File: config.mk
export PLATFORM = sky130hd
export DESIGN_NAME = conf_encoder
export DESIGN_NICKNAME = d
export VERILOG_FILES = /design/src/rtl/conf_pkg.sv /design/src/rtl/conf_encoder.sv
export SDC_FILE = /design/constraint.sdc
export NUM_CORES = 1
export LEC_CHECK = 0
export ABC_AREA = 1
export CORE_ASPECT_RATIO = 1.1
export CORE_UTILIZATION = 43
export CTS_BUF_LIST = sky130_fd_sc_hd__clkbuf_2
export DETAILED_ROUTE_END_ITERATION = 10
export GPL_TIMING_DRIVEN = 0
export PLACE_DENSITY = 0.91
export SYNTH_ARGS = -nofsm -noshare
export SYNTH_HDL_FRONTEND = slang
export SYNTH_SLANG_ARGS = --single-unit
File: constraint.sdc
create_clock -name clk -period 2.1 [get_ports clk]
set_clock_uncertainty 0.15 [all_clocks]
set_input_delay 0.42 -clock clk [delete_from_list [all_inputs] [get_ports clk]]
set_output_delay 0.42 -clock clk [all_outputs]
set_load 0.005 [all_outputs]
File: src/rtl/conf_pkg.sv
// Shared definitions for the configuration word layout used by conf_encoder and decoder.
// conf_pack is the single source of truth for where each field sits in the word.
package conf_pkg;

    localparam int CONF_WORD_W = 15;

    localparam int OFFSET_LSB = 0;
    localparam int ORDER_LSB  = 3;
    localparam int CYCLE_LSB  = 6;
    localparam int RET_BIT    = 14;

    localparam int OFFSET_W = 3;
    localparam int ORDER_W  = 3;
    localparam int CYCLE_W  = 8;
    localparam int RET_W    = 1;

    typedef enum logic [1:0] {
        IDLE,
        LOAD,
        DONE
    } conf_state_t;

    function automatic logic [CONF_WORD_W-1:0] conf_pack(
        input logic [OFFSET_W-1:0] offset,
        input logic [ORDER_W-1:0]  order,
        input logic [CYCLE_W-1:0]  cycle,
        input logic                ret
    );
        logic [CONF_WORD_W-1:0] w;
        w = '0;
        w[OFFSET_LSB +: OFFSET_W] = offset;
        w[ORDER_LSB +: ORDER_W]   = order;
        w[CYCLE_LSB +: CYCLE_W]   = cycle;
        w[RET_BIT +: RET_W]       = ret;
        return w;
    endfunction

endpackage

File: src/rtl/conf_encoder.sv
// Writes a stream of configuration entries as packed words to the configuration BRAM,
// starting at address 0, and enables the decoder once the whole program is resident.
module conf_encoder
    import conf_pkg::*;
#(
    parameter int CONF_DATA_WIDTH = 15,
    parameter int CONF_ADDR_WIDTH = 9,
    parameter int RAMB36_WIDTH    = 72
) (
    input  logic                       clk,
    input  logic                       rst,
    input  logic                       prog_start,
    input  logic                       ent_vld,
    output logic                       ent_rdy,
    input  logic [2:0]                 ent_offset,
    input  logic [2:0]                 ent_order,
    input  logic [7:0]                 ent_cycle,
    input  logic                       ent_last,
    output logic                       conf_bram_wr_en,
    output logic [CONF_ADDR_WIDTH-1:0] conf_bram_wr_addr,
    output logic [RAMB36_WIDTH-1:0]    conf_bram_wr_data,
    output logic                       prog_done,
    output logic [CONF_ADDR_WIDTH:0]   prog_len,
    output logic                       prog_err,
    output logic                       decoder_en
);

    conf_state_t                state;
    logic [CONF_ADDR_WIDTH:0]   wr_cnt;
    logic                       hs;
    logic                       at_top;
    logic                       ret;
    logic [RAMB36_WIDTH-1:0]    data_p0;

    logic                       wr_vld_p1;
    logic [CONF_ADDR_WIDTH-1:0] wr_addr_p1;
    logic [RAMB36_WIDTH-1:0]    wr_data_p1;

    // Entries are refused while prog_start is high so a restart never races a write.
    assign ent_rdy = (state == LOAD) && !prog_start;
    assign hs      = ent_vld && ent_rdy;
    assign at_top  = (wr_cnt[CONF_ADDR_WIDTH-1:0] == {CONF_ADDR_WIDTH{1'b1}});
    assign ret     = ent_last || at_top;

    // p0: pack the accepted entry; the last BRAM slot always terminates the program
    always_comb begin
        data_p0 = '0;
        data_p0[CONF_DATA_WIDTH-1:0] =
            CONF_DATA_WIDTH'(conf_pack(ent_offset, ent_order, ent_cycle, ret));
    end

    // p1: registered BRAM write port plus program-control FSM
    always_ff @(posedge clk or posedge rst) begin
        if (rst) begin
            state      <= IDLE;
            wr_cnt     <= '0;
            wr_vld_p1  <= 1'b0;
            wr_addr_p1 <= '0;
            wr_data_p1 <= '0;
            prog_done  <= 1'b0;
            prog_len   <= '0;
            prog_err   <= 1'b0;
            decoder_en <= 1'b0;
        end else begin
            wr_vld_p1 <= hs;
            prog_done <= 1'b0;
            if (hs) begin
                wr_addr_p1 <= wr_cnt[CONF_ADDR_WIDTH-1:0];
                wr_data_p1 <= data_p0;
            end
            if (prog_start) begin
                state      <= LOAD;
                wr_cnt     <= '0;
                prog_err   <= 1'b0;
                decoder_en <= 1'b0;
            end else begin
                case (state)
                    IDLE: state <= IDLE;
                    LOAD: begin
                        if (hs) begin
                            wr_cnt <= wr_cnt + 1'b1;
                            if (ret)
                                state <= DONE;
                            if (at_top && !ent_last)
                                prog_err <= 1'b1;
                        end
                    end
                    DONE: begin
                        // Last word is already in the BRAM by now, so the decoder may start.
                        prog_done  <= 1'b1;
                        decoder_en <= 1'b1;
                        prog_len   <= wr_cnt;
                        state      <= IDLE;
                    end
                    default: state <= IDLE;
                endcase
            end
        end
    end

    assign conf_bram_wr_en   = wr_vld_p1;
    assign conf_bram_wr_addr = wr_addr_p1;
    assign conf_bram_wr_data = wr_data_p1;

endmodule

# Word-level counts from Yosys, hierarchy flattened
# Cells that the tools add are included.
totals:
  ff_bits: 50
  latchBits: 0
  ram_bits: 0
  rom_bits: 0
  inputBits: 19
  elab_cells: 45
  memories: 0
classes:
  addsub: 1
  multipliers: 0
  n_div: 0
  magnitude_cmp: 0
  eq_ne: 5
  shifts: 0
  n_mux: 15
  bitwise: 1
  reduce_logical: 14
ops:
  columns: ["op", "count"]
  rows:
  - ["$mux W10", 3]
  - ["$add A10 B1 Y10 const B", 1]
  - ["$eq A9 B9 Y1 const B", 1]
  - ["$mux W1", 8]
  - ["$mux W2", 4]
  - ["$reduce_bool A2 Y1", 4]
  - ["$ne A3 B3 Y1 const B", 2]
  - ["$reduce_and A2 Y1", 3]
  - ["$logic_and A1 B1 Y1", 3]
  - ["$reduce_and A3 Y1", 1]
  - ["$eq A2 B1 Y1 const B", 1]
  - ["$eq A2 B2 Y1 const B", 1]
  - ["$logic_not A1 Y1", 2]
  - ["$logic_or A1 B1 Y1", 1]
  - ["$not A1 Y1", 1]

# Longest topological paths before layout
depth:
  word_depth: 6
  ltp_mapped: 9

# Least setup slack after synthesis
# OpenSTA, ideal clock, no wires.
synth_timing:
  path_kind: "reg2reg"
  startpoint: "register wr_cnt[0]"
  endpoint: "register state[0]"
  setup_time_ns: 0.130
  arrival_time_ns: 1.283
  t_required_ns: 1.820
  path_slack_ns: 0.537
  stages_incl_launch_ff: 10
  path_buffers: 0
  path_cell_list: "dfrtp_1 ha_1 nand2_1 inv_1 nand3_1 nor3_1 ha_1 nor2_1 nor2_1 o21ai_0"
synth_via:
  elab_chain_len: 4
synth_lines:
  columns: ["element", "line", "source"]
  rows:
  - ["start: declaration", "conf_encoder.sv:29", "logic [CONF_ADDR_WIDTH:0] wr_cnt;"]
  - ["start signal: assignment", "conf_encoder.sv:81", "wr_cnt <= wr_cnt + 1'b1;"]
  - ["$eq A9 B9 Y1", "conf_encoder.sv:42", "assign at_top = (wr_cnt[CONF_ADDR_WIDTH-1:0] == {CONF_ADDR_WIDTH{1'b1}});"]
  - ["$logic_or A1 B1 Y1", "conf_encoder.sv:43", "assign ret = ent_last || at_top;"]
  - ["$ne A3 B3 Y1 (no source line)", null, null]
  - ["$reduce_and A2 Y1 (no source line)", null, null]
  - ["end signal: assignment", "conf_encoder.sv:55", "state <= IDLE;"]
  - ["end signal: assignment", "conf_encoder.sv:72", "state <= LOAD;"]
  - ["end signal: assignment", "conf_encoder.sv:78", "IDLE: state <= IDLE;"]
  - ["end: declaration", "conf_encoder.sv:28", "conf_state_t state;"]
# Every way passes these cells.
# A chain may end at the register's enable or synchronous reset.

# Worst setup path in the final report
layout_timing:
  startpoint: "register prog_len[1]"
  endpoint: "output port prog_len[1]"
layout_rtl:
  columns: ["element", "line", "source"]
  rows:
  - ["start: declaration", "conf_encoder.sv:23", "output logic [CONF_ADDR_WIDTH:0] prog_len,"]
  - ["start signal: assignment", "conf_encoder.sv:92", "prog_len <= wr_cnt;"]
# No word-level cell between the ends.

==> key figures <==
Die
  – Die X: 74.2 um
  – Die area: 0.00603 mm^2
  – Core area: 0.00547 mm^2
  – Die height: 81.4 um
  – # rows: 28
  – # IOs: 115
  – Initial core utilization: 45.1%

Worst setup path
  – Slowest cell on crit path: clkdlybuf4s50_1
  – Worst r2r path cells: 9
  – Worst stage delay on the critical path: 0.53 ns
  – Reg2reg end: state[0]
  – WP buf/inv: 1
  – Crit path required time: 1.53 ns
  – Reg2reg start: wr_cnt[0]
  – CP Class: reg -> out
  – Top delay family on crit path: buffers and inverters
  – Crit Path Max Fanout: 2
  – Startpoint Class: register
  – Critical Path End Type: primary output
  – Critical-path cell list: clkdlybuf4s50_1
  – R2R setup slack: 0.20 ns
  – Crit path DAT: 1.39 ns
  – Total stage count of the critical path: 1

Pwr
  – Peak supply drop: 410 uV
  – Power Density: 625 mW/mm^2
  – Power after layout: 2140 uW
  – Static Leak: 0.00183 uW

Outcome
  – Status: finished clean

Yosys
  – Post-synth EDFFs: 0
  – Largest family of logic cells by synthesized area: buffers and inverters
  – Yosys warns: 0
  – Synth Cell Area: 0.00246 mm^2
  – XOR/XNOR Fraction of Synth Area: 0%
  – Ys flop type: dfrtp_1
  – Synth top area share: 50.8%
  – Synth Instances: 279
  – Yosys cell types: 23
  – Register area share after synthesis: 50.8%
  – Synth Area in Simple Gates: 18.5%
  – Mean Syn Cell Area: 8.83 um^2
  – Post-synthesis adder-cell area fraction: 1.02%
  – Largest cells by area after synthesis: dfrtp_1 (51%), buf_4 (18%), nand2_1 (12%)
  – Number of synthesized register bits: 50
  – Cell with the most instances after synthesis: nand2_1
  – Synth area leader: dfrtp_1
  – Multiplexer share of the synthesized area: 0%
  – Ys async rst share: 100%
  – Synth Area in Compound Gates: 6.50%
  – Synth top cells by count: nand2_1 (79), buf_4 (58), dfrtp_1 (50)

Routing
  – TritonRoute pass-1 iters: 4
  – DR WL/cell: 11.1 um
  – Antenna Nets Post-Route: 0
  – Vias after detailed routing: 1998
  – Vias per cell: 4.19
  – Post-Route WL: 5.29 mm
  – Drt initial violations: 83
  – DRC viols: 0

Global route
  – First-pass GRT wire length: 8.38 mm
  – Aggregate global routing overflow: 0
  – GR Util All Layers: 18.6%
  – Largest net degree at the start of global routing: 39
  – Vias in the first global route: 1794
  – Initial antenna violation count: 0

STA
  – Hold Vio Cnt, Final: 0
  – Min Clock Period, post-route: 1.96 ns
  – Fmax: 0.511 GHz
  – RSZ-0062 raised after global routing: false
  – Setup violations, final: 0
  – Final period utilization: 93.2%
  – Max Slew Vio Count: 0

Placement
  – Gpl congestion: 0.792
  – Port bufs: 57
  – Final HPWL DP: 3.95 mm

CTS
  – # clock sinks: 50
  – Clock latency on the worst-skew pair: 0.45 ns
  – CTS Root Cell: clkbuf_2
  – CTS Buf Count: 5
  – CTS tree: yes
  – CTS clk-pin slew, worst paths: 0.25 ns
  – H-tree levels: 2
  – Clock tree buffer depth: 2

Worst hold path
  – Worst Hold Class: in -> async

Job
  – Max_cap viols: 0

Final layout
  – Final core utilization: 62.8%
  – Final nets: 423
  – Share of layout cells above drive strength 1: 20.6%
  – Area Overhead vs Synth: 39.3%
  – Antenna cells: 0
## how the worst max path moves through the flow
stage / slack [ns] / to / startpoint
finish: 0.14 / prog_len[1] / prog_len[1]
global route: 0.01 / state[0] / wr_cnt[0]
CTS: 0.15 / conf_bram_wr_addr[5] / conf_bram_wr_addr[5]
detailed placement: -0.1 / ent_rdy / prog_start
global placement: -0.57 / state[0] / rst
floorplan: 0.33 / conf_bram_wr_addr[0] / rst
## registers in the layout, indices dropped and copies added (netlist names)
register and flops:
wr_cnt 10, conf_bram_wr_en 1, conf_bram_wr_addr 9, state 2, prog_err 1, prog_done 1, prog_len 10, decoder_en 1
conf_bram_wr_data 15
## placed cells by master, fill, tap and decap left out, types with 2 or more instances in the layout
master / synthesis / final
a21oi_1: 4 / 4
buf_2: 4 / 4
buf_4: 58 / 60
buf_6: 2 / 2
clkbuf_2: 1 / 6
clkdlybuf4s50_1: 0 / 55
conb_1: 1 / 57
dfrtp_1: 50 / 50
dlygate4sd2_1: 0 / 2
ha_1: 2 / 2
inv_1: 20 / 18
inv_2: 2 / 4
nand2_1: 79 / 78
nand3_1: 5 / 5
nand4_1: 3 / 3
nor2_1: 16 / 16
nor3_1: 3 / 3
o21ai_0: 17 / 17
o21ai_1: 6 / 6
## where the power goes
part	switching, uW	total, uW	internal [uW]
combinational	215	539	323
sequential	59.5	1120	1070
clock	289	480	191
total	564	2140	1580
## metal layers
metal	wire length, um	track usage (%)	vias up
met3	382	5.46	7
li1	-	-	998
met2	2690	30.4	78
met5	0	0	-
met4	82	6.73	0
met1	2130	23.3	915
## kinds of logic (layout without fill, tap and decap cells)
group,Yosys count,count (layout)
AOI/OAI and AO/OA,30,30
and+or+nand+nor,109,109
DFF,50,50
buffers and inverters,87,154
adders and majority gates,2,2
other,1,57
## through the flow
stage	setup TNS (ns)	cells	setup WS, ns	area (um^2)	hold WS (ns)
floorplan	0	335	0.329	2670	0.322
global placement	-28.51	467	-0.570	3340	0.312
detailed placement	-0.139	468	-0.0960	3360	0.321
CTS	0	477	0.146	3430	0.0538
global route	0	477	0.0109	3430	0.0453
finish	0	477	0.144	3430	0.0395
## cell type report
cell class | count | area (um^2)
multi-input cells | 198 | 858
repair buffers | 60 | 603
fillers | 482 | 2030
clock buffers | 5 | 25.0
flip-flops and latches | 50 | 1250
plain buffers | 65 | 483
well taps | 75 | 93.8
clock inverters | 2 | 33.8
inverters | 22 | 82.6
## what timing repair did
item	4_1_cts	5_1_grt
gates resized for setup	4	0
setup endpoints to repair	1	0
buffers inserted	2	0
hold buffers	0	0
Power figures use the tool's default switching activity.
